## src/rtl/debam_div_pkg.sv

```systemverilog
// Shared definitions for the radix-4 sequential divider.
//   state_e    : divider FSM states
//   Digit0..3  : radix-4 quotient digit encodings
//   cnt_width(): width of the digit-iteration counter for a given iteration count
package debam_div_pkg;

  typedef enum logic [1:0] {
    StIdle = 2'd0,
    StRun  = 2'd1,
    StDone = 2'd2
  } state_e;

  localparam logic [1:0] Digit0 = 2'd0;
  localparam logic [1:0] Digit1 = 2'd1;
  localparam logic [1:0] Digit2 = 2'd2;
  localparam logic [1:0] Digit3 = 2'd3;

  function automatic int unsigned cnt_width(input int unsigned iters);
    return (iters > 1) ? $clog2(iters) : 1;
  endfunction

endpackage

```

## src/rtl/debam_div_digit_sel.sv

```systemverilog
// Radix-4 quotient digit selection (purely combinational).
// Compares the extended partial remainder against B, 2B and 3B, turns the
// resulting thermometer code into a one-hot select and returns the digit and
// the selected multiple.
//   r_ext_i : extended partial remainder {R, next two dividend bits}, N+2 bits
//   b_i     : divisor, N bits (non-zero while in use)
//   digit_o : quotient digit, 0..3
//   mult_o  : low N bits of digit*B
module debam_div_digit_sel
  import debam_div_pkg::*;
#(
  parameter int unsigned N = 8
) (
  input  logic [N+1:0] r_ext_i,
  input  logic [N-1:0] b_i,
  output logic [1:0]   digit_o,
  output logic [N-1:0] mult_o
);

  logic [N+1:0] b1, b2, b3;
  logic [2:0]   therm;
  logic [3:0]   onehot;

  assign b1 = {2'b00, b_i};
  assign b2 = {1'b0, b_i, 1'b0};
  assign b3 = b1 + b2;

  // Multiples are monotone, so the compare results form a thermometer code.
  assign therm  = {(r_ext_i >= b3), (r_ext_i >= b2), (r_ext_i >= b1)};
  assign onehot = {therm[2], therm[1] & ~therm[2], therm[0] & ~therm[1], ~therm[0]};

  // Only the low N bits of the multiple are needed: R' - digit*B < B fits in
  // N bits, so the subtraction can be done modulo 2^N.
  always_comb begin
    digit_o = Digit0;
    mult_o  = '0;
    unique case (1'b1)
      onehot[0]: begin digit_o = Digit0; mult_o = '0;          end
      onehot[1]: begin digit_o = Digit1; mult_o = b1[N-1:0];   end
      onehot[2]: begin digit_o = Digit2; mult_o = b2[N-1:0];   end
      onehot[3]: begin digit_o = Digit3; mult_o = b3[N-1:0];   end
      default:   begin digit_o = Digit0; mult_o = '0;          end
    endcase
  end

endmodule

```

## src/rtl/debam_seq_divider.sv

```systemverilog
// Sequential unsigned radix-4 divider with valid/ready handshakes.
// One quotient digit (2 bits) per RUN cycle, MSB digit first.
// Optional macro DEBAM_DIV_APPROX_EN: skip the K lowest digit iterations; the
// low 2K quotient bits read as zero and the unconsumed dividend bits are folded
// into REMAINDER so that A == QUOTIENT*B + REMAINDER still holds.
//   CLK, RST_N          : clock, asynchronous active-low reset
//   IN_VALID/IN_READY   : operand handshake (ready only in IDLE)
//   A, B                : dividend, divisor
//   OUT_VALID/OUT_READY : result handshake (valid only in DONE)
//   QUOTIENT, REMAINDER : result; all ones / A on divide-by-zero
//   DIV0                : divisor was zero
module debam_seq_divider
  import debam_div_pkg::*;
#(
  parameter int unsigned N = 8,
  parameter int unsigned K = 1
) (
  input  logic         CLK,
  input  logic         RST_N,
  input  logic         IN_VALID,
  output logic         IN_READY,
  input  logic [N-1:0] A,
  input  logic [N-1:0] B,
  output logic         OUT_VALID,
  input  logic         OUT_READY,
  output logic [N-1:0] QUOTIENT,
  output logic [N-1:0] REMAINDER,
  output logic         DIV0
);

`ifdef DEBAM_DIV_APPROX_EN
  localparam bit ApproxEn = 1'b1;
`else
  localparam bit ApproxEn = 1'b0;
`endif

  localparam int unsigned Skip  = ApproxEn ? K : 0;
  localparam int unsigned Iters = N / 2 - Skip;
  localparam int unsigned CntW  = cnt_width(Iters);
  localparam logic [CntW-1:0] CntStart = CntW'(Iters - 1);

  state_e          state_q;
  logic [N-1:0]    a_q, b_q, r_q, q_q;
  logic [CntW-1:0] cnt_q;
  logic            div0_q;

  logic [N+1:0]    r_ext;
  logic [1:0]      digit;
  logic [N-1:0]    mult;
  logic [N-1:0]    r_d, q_d, a_d, rem_fin;

  assign r_ext = {r_q, a_q[N-1 -: 2]};

  debam_div_digit_sel #(
    .N (N)
  ) u_digit_sel (
    .r_ext_i (r_ext),
    .b_i     (b_q),
    .digit_o (digit),
    .mult_o  (mult)
  );

  always_comb begin
    r_d = r_ext[N-1:0] - mult;
    q_d = {q_q[N-3:0], digit};
    a_d = a_q << 2;
`ifdef DEBAM_DIV_APPROX_EN
    // {final partial remainder, unconsumed low dividend bits}, truncated to N.
    rem_fin = N'({r_d, a_d} >> (N - 2 * Skip));
`else
    rem_fin = r_d;
`endif
  end

  // r_q and q_q double as the REMAINDER/QUOTIENT output registers.
  always_ff @(posedge CLK or negedge RST_N) begin
    if (!RST_N) begin
      state_q <= StIdle;
      a_q     <= '0;
      b_q     <= '0;
      r_q     <= '0;
      q_q     <= '0;
      cnt_q   <= '0;
      div0_q  <= 1'b0;
    end else begin
      unique case (state_q)
        StIdle: begin
          if (IN_VALID) begin
            if (B == '0) begin
              q_q     <= '1;
              r_q     <= A;
              div0_q  <= 1'b1;
              state_q <= StDone;
            end else begin
              a_q     <= A;
              b_q     <= B;
              r_q     <= '0;
              q_q     <= '0;
              cnt_q   <= CntStart;
              div0_q  <= 1'b0;
              state_q <= StRun;
            end
          end
        end
        StRun: begin
          a_q <= a_d;
          if (cnt_q == '0) begin
            q_q     <= q_d << (2 * Skip);
            r_q     <= rem_fin;
            state_q <= StDone;
          end else begin
            q_q   <= q_d;
            r_q   <= r_d;
            cnt_q <= cnt_q - 1'b1;
          end
        end
        StDone: begin
          if (OUT_READY) state_q <= StIdle;
        end
        default: state_q <= StIdle;
      endcase
    end
  end

  assign IN_READY  = (state_q == StIdle);
  assign OUT_VALID = (state_q == StDone);
  assign QUOTIENT  = q_q;
  assign REMAINDER = r_q;
  assign DIV0      = div0_q;

endmodule

```

## config.mk

```make
export PLATFORM = sky130hd
export DESIGN_NAME = debam_seq_divider
export DESIGN_NICKNAME = d
export VERILOG_FILES = /design/src/rtl/debam_div_pkg.sv /design/src/rtl/debam_div_digit_sel.sv /design/src/rtl/debam_seq_divider.sv
export SDC_FILE = /design/constraint.sdc
export NUM_CORES = 1
export LEC_CHECK = 0
export ABC_AREA = 1
export CAP_MARGIN = 5
export CORE_ASPECT_RATIO = 1.2
export CORE_MARGIN = 4
export CORE_UTILIZATION = 33
export DETAILED_ROUTE_END_ITERATION = 8
export GPL_TIMING_DRIVEN = 0
export PLACE_DENSITY = 0.5
export SYNTH_ARGS = -nofsm -noshare
export SYNTH_HDL_FRONTEND = slang
export SYNTH_HIERARCHICAL = 1
export SYNTH_SLANG_ARGS = --single-unit
```

## constraint.sdc

```tcl
create_clock -name CLK -period 3.1 [get_ports CLK]
set_input_delay 0.31 -clock CLK [delete_from_list [all_inputs] [get_ports CLK]]
set_output_delay 0.31 -clock CLK [all_outputs]
set_load 0.01 [all_outputs]
```

==> run_results.csv, run 1 <==
group,metric,value,unit
run_status,violations,"negative setup slack",
floorplanning,rows,40,
final_layout,drive_gt1_share,26.0,%
global_route,grt.total_usage,16.5,%
logic_synthesis,synth-edff-count,0,
global_route,grt_util_met3,1.45,%
cts,cts_tree,"built",
global_route,grt_pass1_wl,16100,um
detailed_routing,first_iter_violations,114,
placement,dpl-instance-area,0.00405,sq mm
timing,tns,-2690,ps
final_layout,fin_util,46.0,%
global_route,grt_max_degree,38,
floorplanning,die_width,101,um
global_route,grt.busiest_layer,"met2",
worst_hold_path,min_path_type,"input port to async pin",
timing,skew,7.12,ps
critical_path,critPathRequiredTime,3300,ps
detailed_routing,vias_per_cell,4.88,
timing,rsz0062_at_grt,"yes",
critical_path,worstPathMaxFanout,8,
logic_synthesis,ys_types,41,
final_layout,diodes,0,
critical_path,crit_path_start_kind,"flop",
timing,worst_slew_pin_slew,852,ps
cts,h-tree-depth,2,
cts,cts_sinks,37,
detailed_routing,postRouteAntennaNets,0,
floorplanning,io_pins,39,
logic_synthesis,synthMostInstantiatedCell,"nand2_1",
critical_path,criticalPathCategory,"flop to flop",
global_route,grt_antenna_before_repair,0,
cts,clk_path_buf_depth,2,
cts,clock_latency,280,ps
global_route,grt_overflow_total,0,
critical_path,end_kind,"flop",
floorplanning,die_area,0.0121,sq mm
logic_synthesis,syn-num-nets,536,
final_layout,final_area,0.00465,sq mm
logic_synthesis,synth_top_area_share,26.9,%
logic_synthesis,yosys.area.top_type,"dfrtp_1",
critical_path,cp.arrival,3750,ps
detailed_routing,wl,9530,um
flow_run,maxCapViolCount,0,
timing,setup_viol,7,
timing,timing.final.crit_share,114,%
placement,place_hpwl,7160,um
final_layout,area_growth,35.3,%
detailed_routing,vias,3263,
critical_path,worstRegToRegCells,23,
detailed_routing,detail_route.wl_per_cell,14.2,um
timing,slew_headroom,43.2,%
logic_synthesis,synth_warnings,6,
timing,fmax,0.282,GHz
timing,fin_ws,-441,ps
detailed_routing,drtPass1Iterations,4,
global_route,grt_pass1_vias,3325,
timing,period_needed,3540,ps
placement,routabilityCongestion,0.801,
placement,portBuffers,38,
cts,clkTransAtPathRegs,60,ps
timing,hold_viol,0,
floorplanning,die_y,120,um
global_route,met1_usage,20.9,%
logic_synthesis,synth_common_cells,"nand2_1 (129), inv_1 (72), nand3_1 (56), ha_1 (41), dfrtp_1 (37)",
logic_synthesis,synth_area_leaders,"dfrtp_1 (27%), ha_1 (15%), nand2_1 (14%), nand3_1 (8.2%), inv_1 (7.9%)",
final_layout,fin_nets,605,
logic_synthesis,synthFlopType,"dfrtp_1",
cts,cts_buffers,5,
timing,drv_slew,0,
logic_synthesis,ys_seq_area_share,26.9,%
cts,cts-root-buf,"clkbuf_16",
floorplanning,start_util,34.0,%
timing,whs,137,ps
global_route,grt_util_met2,29.0,%
logic_synthesis,syn_inst,473,
detailed_routing,drcViolationCount,0,
logic_synthesis,async_reset_ff_share,100,%
run_status,outcome,"finished, violations left",
logic_synthesis,avgSynthCellArea,7.26,sq um
floorplanning,core,0.0101,sq mm
logic_synthesis,synth_seq_cells,37,
logic_synthesis,syn_area,0.00344,sq mm
==> registers in the layout, summed over array words and instances (netlist names) <==
register / flops
cnt_q: 2
state_q: 2
b_q: 8
a_q: 8
REMAINDER: 8
DIV0: 1
QUOTIENT: 8
==> final cells by class <==
class,instances,area [sq um]
multi-input cells,346,2440
well taps,126,158
flip-flops and latches,37,936
plain buffers,9,72.6
repair buffers,62,563
fillers,1040,5460
inverters,81,309
clock inverters,1,30.0
clock buffers,7,143
==> placed cells by master (no fill, tap or decap), types with 2 or more instances in the layout <==
cell	count
ha_1	28
nand3b_1	3
inv_1	65
fa_2	2
nor2_8	2
clkbuf_1	2
buf_2	5
o21ai_0	6
xor2_1	3
nand3_2	12
nand2_4	7
nand4_1	4
buf_4	22
nor2_4	3
nand2_2	13
xor2_2	2
nor2_2	2
ha_4	13
a21oi_2	9
o21ai_2	4
or2_2	2
nand2_1	120
dfrtp_2	8
nor2_1	15
mux2i_1	3
a21oi_1	15
inv_2	15
dfrtp_1	29
o21a_1	4
o22ai_1	5
buf_6	5
clkdlybuf4s50_1	37
nand3_4	2
nand3_1	47
clkbuf_16	5
o21ai_1	11
==> worst max-delay path: stages (launching register included) <==
cell	delay [ps]
dfrtp_2	440
buf_4	150
fa_2	420
nand4_1	130
nand3_2	110
a21oi_2	140
ha_1	260
nand2_2	120
a21oi_2	40
nor2_2	130
buf_4	130
nand2_4	60
nor2_8	160
nand3_2	90
nand3_2	70
inv_2	50
fa_2	370
nand2_1	90
nand3_2	90
nand3_2	100
nand2_1	50
nand2_1	70
nand3_2	60
a21oi_2	120
==> logic make-up after synthesis <==
kind of cell,Yosys count,share of synthesized area [%]
simple gates,239,34.2
mux,3,0.874
buf+inv,90,11.1
fa+ha+maj,43,16.1
xor+xnor,5,1.49
flops,37,26.9
compound gates,56,9.25
==> layer usage <==
layer  vias up  wire length (um)
met5         -                 0
met1      1536              4280
li1       1667                 -
met3        10               245
met4         0               160
met2        50              4850
==> stage by stage <==
step | setup slack, ps | cells
after detailed placement | -645 | 637
after CTS | -428 | 663
final | -441 | 669
after global routing | -693 | 669
after floorplan | -165 | 473
after global placement | -617 | 637
==> worst paths after layout <==
check / start / endpoint / slack [ps]
max in group asynchronous: RST_N / b_q[6]$_DFFE_PN0P_ / 2370
min: RST_N / a_q[3]$_DFFE_PN0P_ / 140
min in group CLK: a_q[3]$_DFFE_PN0P_ / a_q[3]$_DFFE_PN0P_ / 470
max reg2reg: b_q[1]$_DFFE_PN0P_ / REMAINDER[6]$_DFFE_PN0P_ / -440
min reg2reg: a_q[3]$_DFFE_PN0P_ / a_q[3]$_DFFE_PN0P_ / 470
max: b_q[1]$_DFFE_PN0P_ / REMAINDER[6]$_DFFE_PN0P_ / -440
==> timing repair <==
item	in CTS	in global routing
buffers inserted	18	6
hold buffers	0	0
pin swaps	10	24
setup endpoints to repair	8	8
resized for setup	31	20
Power of run 1 is not shown: default switching activity piles up to over one toggle a cycle in this logic, so the estimate is an artifact.
==> run 2: changes to the inputs <==
CORE_UTILIZATION = 35   (was 33)
PLACE_DENSITY = 0.53   (was 0.5)
==> run 2 against run 1 <==
Against the previous run:
- design area down 0.27%
- utilization up 2.5 points
- worst setup slack worse by 22 ps
- clock skew down 1.6 ps
- die area down 5.3%
- global-route usage up 0.67 points
- the flow still finishes with violations (negative setup slack)
- sequential share of layout area up 0.054 points
- critical path depth up 1
==> run_results.csv, run 2 (synthesis results as in run 1) <==
group,metric,value,unit
cts,cts_tree,"built",
final_layout,final_cell_mix,"nand2_1 (125), inv_1 (67), nand3_1 (47)",
final_layout,final_common_cell,"nand2_1",
floorplanning,start_util,35.9,%
timing,drv_slew,0,
critical_path,crit_path_start_kind,"flop",
floorplanning,rows,39,
final_layout,diodes,0,
placement,routabilityCongestion,0.833,
timing,setup_viol,7,
timing,worst_slew_pin_slew,837,ps
timing,rsz0062_at_grt,"yes",
timing,slew_headroom,44.2,%
cts,ctsHoldBuffers,0,
global_route,grt.total_usage,17.1,%
timing,fmax,0.281,GHz
placement,portBuffers,38,
critical_path,worstRegToRegCells,24,
timing,skew,5.52,ps
detailed_routing,vias_per_cell,4.84,
final_layout,area_growth,34.9,%
placement,place_hpwl,7040,um
critical_path,criticalPathCategory,"flop to flop",
critical_path,cp.arrival,3770,ps
global_route,grt_antenna_before_repair,0,
cts,h-tree-depth,2,
detailed_routing,drcViolationCount,0,
floorplanning,die_width,98.4,um
detailed_routing,drtPass1Iterations,4,
flow_run,maxCapViolCount,0,
critical_path,critPathRequiredTime,3300,ps
timing,period_needed,3560,ps
timing,hold_viol,0,
detailed_routing,first_iter_violations,100,
final_layout,fin_nets,611,
final_layout,drive_gt1_share,25.0,%
critical_path,end_kind,"flop",
floorplanning,core,0.00956,sq mm
timing,timing.final.crit_share,115,%
final_layout,layoutNonFillerInstCount,672,
cts,cts_sinks,37,
run_status,outcome,"finished, violations left",
cts,cts_buffers,5,
floorplanning,die_area,0.0115,sq mm
global_route,grt_overflow_total,0,
floorplanning,die_y,117,um
detailed_routing,detail_route.wl_per_cell,14.0,um
detailed_routing,wl,9400,um
placement,dpl.cell_count,634,
cts,cts-root-buf,"clkbuf_16",
cts,clk_path_buf_depth,2,
floorplanning,io_pins,39,
global_route,grt_max_degree,38,
run_status,violations,"negative setup slack",
timing,fin_ws,-463,ps
cts,clock_latency,280,ps
worst_hold_path,min_path_type,"input port to async pin",
global_route,grt_pass1_vias,3233,
global_route,grt_pass1_wl,15700,um
cts,clkTransAtPathRegs,60,ps
critical_path,worstPathMaxFanout,5,
detailed_routing,postRouteAntennaNets,0,
detailed_routing,vias,3252,
## run 2: changes by cell type in the layout (fill, tap and decap cells not counted), moves of 2 or more
cell     previous run  this run
a21oi_1            15        17
a21oi_2             9         7
buf_4              22        29
inv_1              65        67
inv_2              15        13
nand2_1           120       125
nand2_2            13        10
nand2_4             7         5
## run 2: repair_timing
action | CTS | global route
resized for setup | 24 | 12
gates cloned | 0 | 0
endpoints found under the hold margin | 0 | 0
setup endpoints to repair | 8 | 10
pin swaps | 14 | 9
setup buffers | 24 | 6
## run 2: final timing paths
path	start	to	slack (ps)
min	RST_N	a_q[3]$_DFFE_PN0P_	130
max	b_q[1]$_DFFE_PN0P_	REMAINDER[7]$_DFFE_PN0P_	-460
max in group asynchronous	RST_N	b_q[4]$_DFFE_PN0P_	2380
max reg2reg	b_q[1]$_DFFE_PN0P_	REMAINDER[7]$_DFFE_PN0P_	-460
min reg2reg	a_q[4]$_DFFE_PN0P_	a_q[4]$_DFFE_PN0P_	470
min in group CLK	a_q[4]$_DFFE_PN0P_	a_q[4]$_DFFE_PN0P_	470
## run 2: through the flow
step / hold slack [ps] / worst slack [ps] / TNS (ps) / instance area (sq um) / util [%]
4_1_cts: 166 / -391 / -2600 / 4540 / 47.5
3_5_place_dp: 461 / -672 / -3900 / 4050 / 42.3
3_3_place_gp: 458 / -604 / -3400 / 4060 / 42.4
2_1_floorplan: 14.4 / -165 / -633 / 3520 / -
5_1_grt: 223 / -649 / -4280 / 4640 / 48.5
6_report: 133 / -463 / -2690 / 4640 / 48.5
## run 2: worst max-delay path, cell delays in order, from the launching register on
cell and delay, ps:
dfrtp_2 460, buf_6 140, fa_2 420, nand4_1 140, nand3_2 100, nand2_1 80
nand2_1 80, buf_4 140, buf_4 120, buf_4 120, buf_4 120, buf_4 120
buf_4 120, buf_4 120, buf_4 120, buf_4 110, buf_4 120, buf_4 130
nand2_1 60, nand3_1 130, xor2_1 240, inv_1 60, nand2_1 60, nand3_1 70
a21oi_1 130
## run 2: final cells by class
type | instances | area [sq um]
multi-input combinational | 346 | 2390
timing repair buffer | 68 | 604
tap | 123 | 154
sequential | 37 | 936
clock buffer | 7 | 143
buffer | 9 | 72.6
fill | 988 | 4930
inverter | 81 | 309
clock inverter | 1 | 30.0
## run 2: metal layers
metal  vias up  GRT usage [%]  wire [um]
met5         -              0          0
met4         0           6.38        178
met3        14           2.63        261
met2        57           30.3       4630
met1      1498           21.1       4320
li1       1683              -          -
Power of run 2 is left out for the same reason.
==> run 3: changes to the inputs <==
CORE_MARGIN = 2   (was 4)
CTS_CLUSTER_DIAMETER = 150   (was default)
SETUP_SLACK_MARGIN = 0.05   (was default)
==> run 3 against run 2 <==
Against the previous run:
- the run still ends with negative setup slack left
- flip-flop and latch count did not move
- clock skew is 1.0 ps lower
- design area up 1.1%
- via count fell by 2.4%
- critical path depth unchanged
- die area fell by 7.4%
- clock-buffer cell count stayed put
- critical endpoint is now REMAINDER[6]$_DFFE_PN0P_
==> run_results.csv, run 3 (synthesis results as in run 1) <==
group,metric,value,unit
cts,cts-root-buf,"clkbuf_16",
timing,slew_headroom,44.1,%
critical_path,rr_endpoint,"REMAINDER[6]$_DFFE_PN0P_",
flow_run,maxCapViolCount,0,
global_route,grt_pass1_wl,14900,um
critical_path,end_kind,"flop",
detailed_routing,drtPass1Iterations,4,
detailed_routing,detail_route.wl_per_cell,13.6,um
critical_path,worstRegToRegCells,24,
global_route,grt_overflow_total,0,
floorplanning,die_area,0.0106,sq mm
final_layout,drive_gt1_share,27.7,%
placement,dpl-instance-area,0.00405,sq mm
critical_path,cp.arrival,3680,ps
floorplanning,die_y,113,um
detailed_routing,vias_per_cell,4.78,
final_layout,final_cell_mix,"nand2_1 (113), inv_1 (64), nand3_1 (44)",
floorplanning,io_pins,39,
global_route,grt_antenna_before_repair,0,
detailed_routing,drcViolationCount,0,
floorplanning,start_util,36.1,%
cts,cts_buffers,5,
cts,ctsHoldBuffers,0,
timing,worst_slew_pin_slew,838,ps
placement,portBuffers,38,
final_layout,diodes,0,
timing,fmax,0.288,GHz
cts,clock_latency,280,ps
run_status,outcome,"finished, violations left",
floorplanning,die_width,94.4,um
cts,cts_sinks,37,
cts,h-tree-depth,2,
global_route,grt.total_usage,17.6,%
detailed_routing,first_iter_violations,109,
final_layout,final_common_cell,"nand2_1",
cts,clkTransAtPathRegs,60,ps
critical_path,critPathRequiredTime,3300,ps
final_layout,final_area,0.00468,sq mm
timing,period_needed,3480,ps
critical_path,r2r-start,"b_q[1]$_DFFE_PN0P_",
placement,routabilityCongestion,0.821,
worst_hold_path,min_path_type,"input port to async pin",
global_route,grt_max_degree,38,
detailed_routing,wl,9040,um
detailed_routing,postRouteAntennaNets,0,
timing,drv_slew,0,
placement,place_hpwl,6830,um
timing,timing.final.crit_share,112,%
critical_path,criticalPathCategory,"flop to flop",
timing,setup_viol,7,
cts,clk_path_buf_depth,2,
cts,cts_tree,"built",
timing,hold_viol,0,
critical_path,worstPathMaxFanout,8,
final_layout,fin_nets,603,
final_layout,nFillCells,933,
timing,skew,4.51,ps
floorplanning,core,0.00952,sq mm
final_layout,area_growth,36.3,%
critical_path,crit_path_start_kind,"flop",
timing,fin_ws,-377,ps
detailed_routing,vias,3174,
critical_path,reg2reg_slack,-380,ps
run_status,violations,"negative setup slack",
global_route,grt_pass1_vias,3078,
floorplanning,rows,39,
timing,rsz0062_at_grt,"yes",
run 3: worst max path at each step:
stage                             startpoint  depth (start not counted)  slack (ps)                  endpoint
after global placement    b_q[6]$_DFFE_PN0P_                         24        -610  REMAINDER[7]$_DFFE_PN0P_
after floorplan           b_q[1]$_DFFE_PN0P_                         23        -170  REMAINDER[7]$_DFFE_PN0P_
after global routing      b_q[1]$_DFFE_PN0P_                         24        -590  REMAINDER[4]$_DFFE_PN0P_
final                     b_q[1]$_DFFE_PN0P_                         24        -380  REMAINDER[6]$_DFFE_PN0P_
after CTS                 b_q[6]$_DFFE_PN0P_                         27        -410  REMAINDER[6]$_DFFE_PN0P_
after detailed placement  b_q[6]$_DFFE_PN0P_                         24        -650  REMAINDER[7]$_DFFE_PN0P_
run 3: critical path, cell delays in order, from the launching register on:
cell and delay (ps):
dfrtp_2 440, ha_4 170, fa_2 400, nand3_1 110
nand3_2 80, xor2_2 220, ha_4 240, nand2_2 90
inv_1 40, nand2_1 50, nand2_1 60, nand2_2 110
nand2_4 80, nor2_8 150, nand3_2 80, nand3_2 80
inv_2 60, fa_2 390, nand2_2 90, nand3_2 80
nand3_2 100, nand2_1 50, nand2_1 50, nand3_1 60
a21oi_1 120
run 3: area by class of cell:
type	instances	area [sq um]	area share, %
Timing Repair Buffer	60	556	11.9
Sequential cell	37	935	20.0
Inverter	81	309	6.60
Buffer	9	72.6	1.55
Multi-Input combinational cell	346	2490	53.1
Clock buffer	7	143	3.04
Clock inverter	1	30.0	0.641
Tap cell	123	154	3.29
run 3: per-layer routing:
metal  routed length (um)  vias up  track usage, %
met5                    0        -               0
met4                   71        0            4.35
met3                  288        6            2.08
met2                 4570       71            30.4
met1                 4110     1438            23.2
li1                     -     1659               -
run 3: per-stage QoR:
stage / instances / hold WS, ps / TNS [ps] / utilization [%] / setup slack [ps]
2_1_floorplan: 473 / 14.4 / -633 / - / -165
3_3_place_gp: 634 / 457 / -3430 / 42.6 / -611
3_5_place_dp: 634 / 462 / -3650 / 42.6 / -648
4_1_cts: 655 / 168 / -2360 / 46.8 / -411
5_1_grt: 664 / 207 / -3630 / 49.2 / -587
6_report: 664 / 136 / -2210 / 49.2 / -377
run 3: timing repair:
item                       in CTS  in global routing
pin swaps                      22                 24
setup endpoints to repair       8                  8
resized for setup              25                 38
buffers inserted               13                  9
Power of run 3 is left out for the same reason.
